File: src/rtl/wb_pkg.sv
// Shared types and constants for the write-back arbiter slice: request record,
// register index width and the busy-scoreboard vector type.
package wb_pkg;

  localparam int WB_XLEN   = 32;
  localparam int WB_NREG   = 32;
  localparam int REG_IDX_W = 5;

  typedef struct packed {
    logic [REG_IDX_W-1:0] num;
    logic [WB_XLEN-1:0]   data;
  } wb_req_t;

  typedef logic [WB_NREG-1:0] busy_vec_t;

endpackage

File: src/rtl/wb_result_fifo.sv
// Synchronous FIFO of write-back requests for long-latency results. Pointers
// carry one extra wrap bit so full and empty fall out of a pointer compare.
module wb_result_fifo
  import wb_pkg::*;
#(
  parameter int DEPTH = 4
) (
  input  logic    clk,
  input  logic    rst_b,
  input  logic    i_push,
  input  wb_req_t i_push_req,
  input  logic    i_pop,
  output logic    o_full,
  output logic    o_empty,
  output wb_req_t o_head
);

  localparam int AW = $clog2(DEPTH);

  logic [AW:0] r_wr_ptr;
  logic [AW:0] r_rd_ptr;
  wb_req_t     r_mem [DEPTH];
  logic        w_do_push;
  logic        w_do_pop;

  assign o_empty   = (r_wr_ptr == r_rd_ptr);
  assign o_full    = (r_wr_ptr[AW] != r_rd_ptr[AW]) &&
                     (r_wr_ptr[AW-1:0] == r_rd_ptr[AW-1:0]);
  assign w_do_push = i_push && !o_full;
  assign w_do_pop  = i_pop && !o_empty;
  assign o_head    = r_mem[r_rd_ptr[AW-1:0]];

  always_ff @(posedge clk or negedge rst_b) begin
    if (!rst_b) begin
      r_wr_ptr <= '0;
      r_rd_ptr <= '0;
    end else begin
      if (w_do_push) r_wr_ptr <= r_wr_ptr + 1'b1;
      if (w_do_pop)  r_rd_ptr <= r_rd_ptr + 1'b1;
    end
  end

  // NOTE: storage is deliberately not reset; the pointers alone decide which
  // entries are live, so stale contents are never observed.
  always_ff @(posedge clk) begin
    if (w_do_push) r_mem[r_wr_ptr[AW-1:0]] <= i_push_req;
  end

endmodule

File: src/rtl/wb_arbiter.sv
// Merges pipeline and long-latency results onto the single regfile write port
// and tracks per-register busy state. Define WB_BYPASS_EN to forward same-cycle writes to reads.
module wb_arbiter
  import wb_pkg::*;
#(
  parameter int XLEN       = WB_XLEN,
  parameter int NREG       = WB_NREG,
  parameter int FIFO_DEPTH = 4
) (
  input  logic                 clk,
  input  logic                 rst_b,
  input  logic                 pipe_we,
  input  logic [REG_IDX_W-1:0] pipe_rd_num,
  input  logic [XLEN-1:0]      pipe_rd_data,
  input  logic                 lu_valid,
  output logic                 lu_ready,
  input  logic [REG_IDX_W-1:0] lu_rd_num,
  input  logic [XLEN-1:0]      lu_rd_data,
  input  logic                 iss_valid,
  input  logic [REG_IDX_W-1:0] iss_rd_num,
  input  logic [REG_IDX_W-1:0] chk_rs_num,
  input  logic [REG_IDX_W-1:0] chk_rt_num,
  output logic                 chk_rs_busy,
  output logic                 chk_rt_busy,
  output logic                 rd_we,
  output logic [REG_IDX_W-1:0] rd_num,
  output logic [XLEN-1:0]      rd_data,
  input  logic [REG_IDX_W-1:0] rs_num_in,
  input  logic [REG_IDX_W-1:0] rt_num_in,
  input  logic [XLEN-1:0]      rs_data_in,
  input  logic [XLEN-1:0]      rt_data_in,
  output logic [XLEN-1:0]      rs_data_out,
  output logic [XLEN-1:0]      rt_data_out,
  output logic                 drained
);

  logic            w_pipe_wr;
  logic            w_push;
  logic            w_pop;
  logic            w_fifo_full;
  logic            w_fifo_empty;
  wb_req_t         w_push_req;
  wb_req_t         w_head;
  busy_vec_t       w_busy_set;
  busy_vec_t       w_busy_clr;
  logic [NREG-1:0] w_busy_nxt;
  logic [NREG-1:0] r_busy;

  // Writes to r0 are architecturally void, so they neither win the port nor enqueue.
  assign w_pipe_wr  = pipe_we && (pipe_rd_num != '0);
  assign w_pop      = rst_b && !w_pipe_wr && !w_fifo_empty;
  assign lu_ready   = rst_b && !w_fifo_full;
  assign w_push     = lu_valid && lu_ready && (lu_rd_num != '0);
  assign w_push_req = '{num: lu_rd_num, data: lu_rd_data};

  wb_result_fifo #(
    .DEPTH (FIFO_DEPTH)
  ) u_fifo (
    .clk        (clk),
    .rst_b      (rst_b),
    .i_push     (w_push),
    .i_push_req (w_push_req),
    .i_pop      (w_pop),
    .o_full     (w_fifo_full),
    .o_empty    (w_fifo_empty),
    .o_head     (w_head)
  );

  // NOTE: every output of a combinational block gets a default first, so no
  // path through the if/else chain can infer a latch.
  always_comb begin
    rd_we   = 1'b0;
    rd_num  = '0;
    rd_data = '0;
    if (w_pipe_wr && rst_b) begin
      rd_we   = 1'b1;
      rd_num  = pipe_rd_num;
      rd_data = pipe_rd_data;
    end else if (w_pop) begin
      rd_we   = 1'b1;
      rd_num  = w_head.num;
      rd_data = w_head.data;
    end
  end

  // Clear is applied before set so an issue to a retiring register keeps it busy.
  always_comb begin
    w_busy_set = '0;
    w_busy_clr = '0;
    if (iss_valid && (iss_rd_num != '0)) w_busy_set[iss_rd_num] = 1'b1;
    if (w_pop) w_busy_clr[w_head.num] = 1'b1;
    w_busy_nxt    = (r_busy & ~w_busy_clr) | w_busy_set;
    w_busy_nxt[0] = 1'b0;
  end

  // NOTE: state registers update only with non-blocking assignments so every
  // flop samples the pre-edge value of its neighbours.
  always_ff @(posedge clk or negedge rst_b) begin
    if (!rst_b) r_busy <= '0;
    else        r_busy <= w_busy_nxt;
  end

  assign chk_rs_busy = r_busy[chk_rs_num];
  assign chk_rt_busy = r_busy[chk_rt_num];
  assign drained     = w_fifo_empty && (r_busy == '0);

`ifdef WB_BYPASS_EN
  assign rs_data_out = (rd_we && (rd_num == rs_num_in) && (rs_num_in != '0)) ? rd_data : rs_data_in;
  assign rt_data_out = (rd_we && (rd_num == rt_num_in) && (rt_num_in != '0)) ? rd_data : rt_data_in;
`else
  logic w_unused;
  assign w_unused    = ^{rs_num_in, rt_num_in};
  assign rs_data_out = rs_data_in;
  assign rt_data_out = rt_data_in;
`endif

endmodule
File: config.mk
export PLATFORM = sky130hd
export DESIGN_NAME = wb_arbiter
export DESIGN_NICKNAME = d
export VERILOG_FILES = /design/src/rtl/wb_pkg.sv /design/src/rtl/wb_result_fifo.sv /design/src/rtl/wb_arbiter.sv
export SDC_FILE = /design/constraint.sdc
export NUM_CORES = 1
export LEC_CHECK = 0
export BUFFER_PORTS_ARGS = -buffer_cell sky130_fd_sc_hd__buf_2
export CAP_MARGIN = 5
export CORE_MARGIN = 1.5
export CORE_UTILIZATION = 50
export DETAILED_ROUTE_END_ITERATION = 8
export GPL_TIMING_DRIVEN = 0
export PLACE_DENSITY = 0.78
export SLEW_MARGIN = 20
export SYNTH_ARGS = -nofsm -noshare
export SYNTH_HDL_FRONTEND = slang
export SYNTH_SLANG_ARGS = --single-unit
File: constraint.sdc
create_clock -name clk -period 6 [get_ports clk]
set_input_delay 0 -clock clk [delete_from_list [all_inputs] [get_ports clk]]
set_output_delay 0 -clock clk [all_outputs]
set_load 0.005 [all_outputs]
==> Word-level counts from Yosys, hierarchy flattened <==
Memory sizes are Yosys's and may differ from the RTL's.
Cells that the tools add are included.
{ "op_classes": {"n_addsub": 2, "magnitude_cmp": 6, "eq_ne": 3, "muxes": 18, "bitwise_logic": 3, "n_reduce_logical": 21} }
{ "op_table": {"columns": ["op", "count"], "rows": [
  ["two-way mux 32 bit", 4],
  ["bitwise AND 32 bit", 1],
  ["logical NOT 32 bit", 1],
  ["inverter 32 bit", 1],
  ["bitwise OR 32 bit", 1],
  ["< comparator 5 x 6 -> 1 bit, second input constant", 4],
  ["nonzero test 5 bit", 3],
  ["logical AND 1 bit", 14],
  ["binary-select mux 1 bit (select 5 bit)", 2],
  ["demux 1 bit (select 5 bit)", 2],
  [">= comparator 5 x 1 -> 1 bit, second input constant", 2],
  ["two-way mux 5 bit", 2],
  ["two-way mux 1 bit", 8],
  ["adder 3 x 1 -> 3 bit, second input constant", 2],
  ["== test 3 bit", 1],
  ["logical NOT 1 bit", 3],
  ["== test 2 bit", 1],
  ["inequality test 1 bit", 1]
]} }
{ "totals": {"register_bits": 37, "ramBits": 148, "input_bits": 168, "output_inout_bits": 106, "elab_cells": 57, "n_memories": 1} }
{ "mem_list": {"columns": ["memory", "depth", "width", "rd", "rd_ports_with_merged_regs", "write_ports", "line", "text"], "rows": [
  ["u_fifo.r_mem", 4, 37, 1, 0, 1, "wb_result_fifo.sv:22", "wb_req_t r_mem [DEPTH];"]
]} }

==> Depth between registers and ports, before layout <==
{ "depth": {"ltp_word": 9, "mapped_depth": 7, "mapped_depth_nobuf": 4} }

==> Modules after synthesis <==
A second synthesis with hierarchy kept.
{ "hier_totals": {"hier_cells": 586, "hier_area_um2": 8866.0} }
{ "by_module_without_submodules": {"columns": ["module", "instances", "cells_each", "area_per_inst_um2", "seq_area_each_um2"], "rows": [
  ["wb_result_fifo", 1, 243, 5838.1, 4594.4],
  ["wb_arbiter", 1, 343, 3027.9, 775.7]
]} }

==> Least setup slack after synthesis <==
Ideal clock, no wire load.
{ "synth_path": {"kind": "register to register", "startpoint": "register u_fifo.r_rd_ptr[0]", "endpoint": "memory u_fifo.r_mem[3][0] (netlist name) (enable)", "setup_ns": 0.481, "arrival_time_ns": 3.762, "required_time_ns": 5.518, "setup_slack_ns": 1.757, "path_stages_with_launch": 5, "path_buffers": 1, "period_less_slack_ns": 4.243, "cell_sequence": "dfrtp_1 > buf_4 > xor2_1 > o31ai_1 > nor3_1"} }
{ "synth_between": {"elab_chain_len": 9} }
{ "synth_lines": {"columns": ["element", "line", "text"], "rows": [
  ["start, declared", "wb_result_fifo.sv:21", "logic [AW:0] r_rd_ptr;"],
  ["start signal, assigned", "wb_result_fifo.sv:39", "if (w_do_pop) r_rd_ptr <= r_rd_ptr + 1'b1;"],
  ["== test 2 bit (*)", "wb_result_fifo.sv:28", "(r_wr_ptr[AW-1:0] == r_rd_ptr[AW-1:0]);"],
  ["logical AND 1 bit (*)", "wb_result_fifo.sv:27", "assign o_full = (r_wr_ptr[AW] != r_rd_ptr[AW]) &&"],
  ["logical NOT 1 bit (*)", "wb_result_fifo.sv:29, wb_arbiter.sv:52", null],
  ["logical AND 1 bit", "wb_arbiter.sv:52", "assign lu_ready = rst_b && !w_fifo_full;"],
  ["logical AND 1 bit (2 in a row)", "wb_arbiter.sv:53", "assign w_push = lu_valid && lu_ready && (lu_rd_num != '0);"],
  ["logical AND 1 bit (*)", "wb_result_fifo.sv:29", "assign w_do_push = i_push && !o_full;"],
  ["two-way mux 1 bit (*)", "wb_result_fifo.sv:46", "if (w_do_push) r_mem[r_wr_ptr[AW-1:0]] <= i_push_req;"],
  ["two-way mux 1 bit (implied by the code) (*)", "wb_result_fifo.sv:46", null],
  ["end, declared", "wb_result_fifo.sv:22", null]
]} }
Mark *: on every way between the ends. The rest lies on a longest branch, timed or not.

==> Worst setup path after layout <==
{ "layout_path": {"startpoint": "register u_fifo.r_rd_ptr[0]", "endpoint": "memory u_fifo.r_mem[2][18] (netlist name) (enable)"} }
Same word-level chain as after synthesis.

==> results.toml <==
[run_status]
status = "complete, no violations"

[layout]
nNetsFinal = 1017
drive_gt1_share_pct = 44.3
area_delta_synth_final_pct = 26.6
final_cell_mix = "buf_2, edfxtp_1, buf_4"
final_common_cell = "buf_2"
layout.filler_cells = 1199
utilization_pct = 64.7
diodes = 0

[global_routing]
grt_pass1_vias = 5886
globalRouteOverflowTotal = 0
antenna_found_initial = 0
grt_pass1_wl_mm = 31.5
grtUsageTotal_pct = 22.8
grt_max_degree = 42

[pwr]
leakage_nw = 4.40
power_mw = 4.46
peakVddDrop_uv = 289
power_density_nw_per_um2 = 398

[drt]
routed_wl_mm = 21.0
routed-via-count = 6068
route.detailed.drc = 0
first_pass_iters = 5
postRouteAntennaNets = 0
drt-vias-per-instance = 5.61
first_iter_violations = 425
wl_per_cell_um = 19.4

[setup_path]
worstSetupEndpointType = "flip-flop"
crit_fanout = 19
reg2regPathDepth = 6
r2r_start = "u_fifo.r_rd_ptr[0]$_DFFE_PN0P_"
regToRegSetupSlack_ps = 3240
path_class = "reg -> reg"
worstPathArrival_ps = 2900
cpPeakStageDelay_ps = 590
critPathRequiredTime_ps = 6140
crit_path_start_kind = "flip-flop"
r2r_end = "u_fifo.r_mem[2][18]$_DFFE_PP_"
path_cells = "buf_4, xor2_1, o31ai_1, nor2_1, and2_2, buf_16"
critPathSlowestCell = "and2_2"

[timing]
fin_skew_ps = 11.3
rsz0062_at_grt = "false"
hold_violations = 0
worstMarginPinSlew_ps = 960
fin_crit_ps = 2760
drv_slew = 0
setup_tns_ps = 0
slew_headroom_pct = 36.0
fmax_mhz = 362
period_share_pct = 46.0
fin_ws_ps = 3240
setup_violations = 0

[synth]
postSynthCellCount = 586
synthFlopType = "edfxtp_1"
synth_area_sq_um = 8830
synthArstFlopShare_pct = 20.0
synth_edf_count = 148
ys_ff_latch = 185
ys_seq_area_share_pct = 60.8
yosysWarnings = 0
synth_fp_nets = 759
synth_cell_types = 48
syn_avg_cell_area_sq_um = 15.1

[clock_tree]
post_cts_buffers = 0
cts.sinks = 185
clk_latency_ps = 430
numCtsBuffers = 17
clockBufferDepth = 2
htree_levels = 4
cts_tree = "yes"
root_buffer = "clkbuf_16"
cts.reportedPaths.clkPinSlew_ps = 70

[floorplan]
io_pins = 274
coreArea_sq_um = 17300
start_util_pct = 51.1
die_x_um = 136
num_rows = 48
die-area_sq_um = 18500
die_h_um = 136

[min_path]
min_path_type = "in -> reg"
hold_end = "u_fifo.r_mem[3][36]$_DFFE_PP_"
min-delay-start = "lu_valid"
worstHoldPathCells = 3

[placement]
routabilityCongestion = 0.822
pre_cts_ws_ps = 3250
place.port_buffers = 193
dpl.hpwl_mm = 14.3

[flow_run]
max_cap_violations = 0
-- state kept, by name (all words and copies together) (netlist names) --
| signal | flops |
|---|---|
| r_busy | 31 |
| u_fifo.r_mem | 148 |
| u_fifo.r_rd_ptr | 3 |
| u_fifo.r_wr_ptr | 3 |
-- worst max-delay path, delay by kind of cell, from the launching register on --
| kind | cells | cell delay [ps] |
|---|---|---|
| flip-flops | 1 | 470 |
| buffers and inverters | 2 | 500 |
| AND/OR/NAND/NOR | 2 | 950 |
| XOR/XNOR | 1 | 330 |
| AO/OA/AOI/OAI | 1 | 210 |
-- kinds of logic (layout without fill, tap and decap cells) --
logic type / after synthesis / in the layout / share of synthesized area [%]
multiplexers: 55 / 55 / 13.5
flip-flops: 185 / 185 / 60.8
adder cells (fa/ha/maj): 5 / 5 / 0.708
XOR/XNOR: 8 / 8 / 0.793
buffers and inverters: 101 / 371 / 7.44
AO/OA/AOI/OAI: 77 / 77 / 6.64
AND/OR/NAND/NOR: 155 / 155 / 10.1
-- how the worst max path moves through the flow --
stage	from	end
final	u_fifo.r_rd_ptr[0]$_DFFE_PN0P_	u_fifo.r_mem[2][18]$_DFFE_PP_
after global routing	u_fifo.r_rd_ptr[0]$_DFFE_PN0P_	u_fifo.r_mem[2][18]$_DFFE_PP_
after CTS	u_fifo.r_rd_ptr[0]$_DFFE_PN0P_	u_fifo.r_mem[2][18]$_DFFE_PP_
after detailed placement	u_fifo.r_rd_ptr[0]$_DFFE_PN0P_	u_fifo.r_mem[2][21]$_DFFE_PP_
after global placement	u_fifo.r_rd_ptr[0]$_DFFE_PN0P_	u_fifo.r_mem[3][21]$_DFFE_PP_
after floorplan	u_fifo.r_rd_ptr[0]$_DFFE_PN0P_	u_fifo.r_mem[3][0]$_DFFE_PP_
-- area by class of cell --
class | count | area (sq um) | share of cell area (%)
inverters | 6 | 22.5 | 0.201
clock inverters | 14 | 181 | 1.62
plain buffers | 95 | 634 | 5.67
flip-flops and latches | 185 | 5370 | 48.0
well taps | 225 | 282 | 2.52
clock buffers | 17 | 425 | 3.80
multi-input cells | 300 | 2820 | 25.2
repair buffers | 239 | 1460 | 13.0
-- layer usage --
metal | GRT usage [%] | wire length, um
met5 | 0 | 0
met4 | 6.44 | 269
met3 | 4.74 | 1660
met2 | 40.1 | 11000
met1 | 28.8 | 8020
-- Yosys cell counts, types with 3 or more instances --
cell,instances,area [sq um]
xor2_1,6,52.6
and2_1,4,25.0
nor4_1,7,43.8
a22o_1,37,324
nand4bb_1,3,33.8
mux4_2,51,1150
nor3b_1,10,75.1
mux2_2,3,33.8
nand4b_1,5,43.8
buf_2,12,60.1
nor3_1,10,50.1
edfxtp_1,148,4440
dfrtp_1,37,926
a21oi_1,15,75.1
inv_1,6,22.5
nand4_1,7,43.8
a31oi_1,15,93.8
ha_1,5,62.6
or4_1,3,22.5
buf_4,66,495
nor2b_1,14,87.6
clkbuf_1,13,48.8
nand2_1,3,11.3
nor2_1,69,259
-- metrics by stage --
stage	cell area (sq um)	hold slack [ps]	cells
2_1_floorplan	8830	-296	586
3_3_place_gp	10100	166	1004
3_5_place_dp	10200	165	1012
4_1_cts	11200	4.03	1081
5_1_grt	11200	34.4	1081
6_report	11200	23.8	1081
-- where the power goes --
group          leakage, nW  switching [mW]  total [mW]  internal, mW
combinational         2.33           0.757        1.50         0.747
clock                0.294           0.528        1.13         0.598
sequential            1.78           0.183        1.82          1.64
-- timing repair --
action                                  CTS  global route
hold buffers                             38             0
hold endpoints to repair                185             0
endpoints found under the setup margin    0             0
resized for setup                         0             0
No activity file was read; power rests on OpenSTA's default activity.
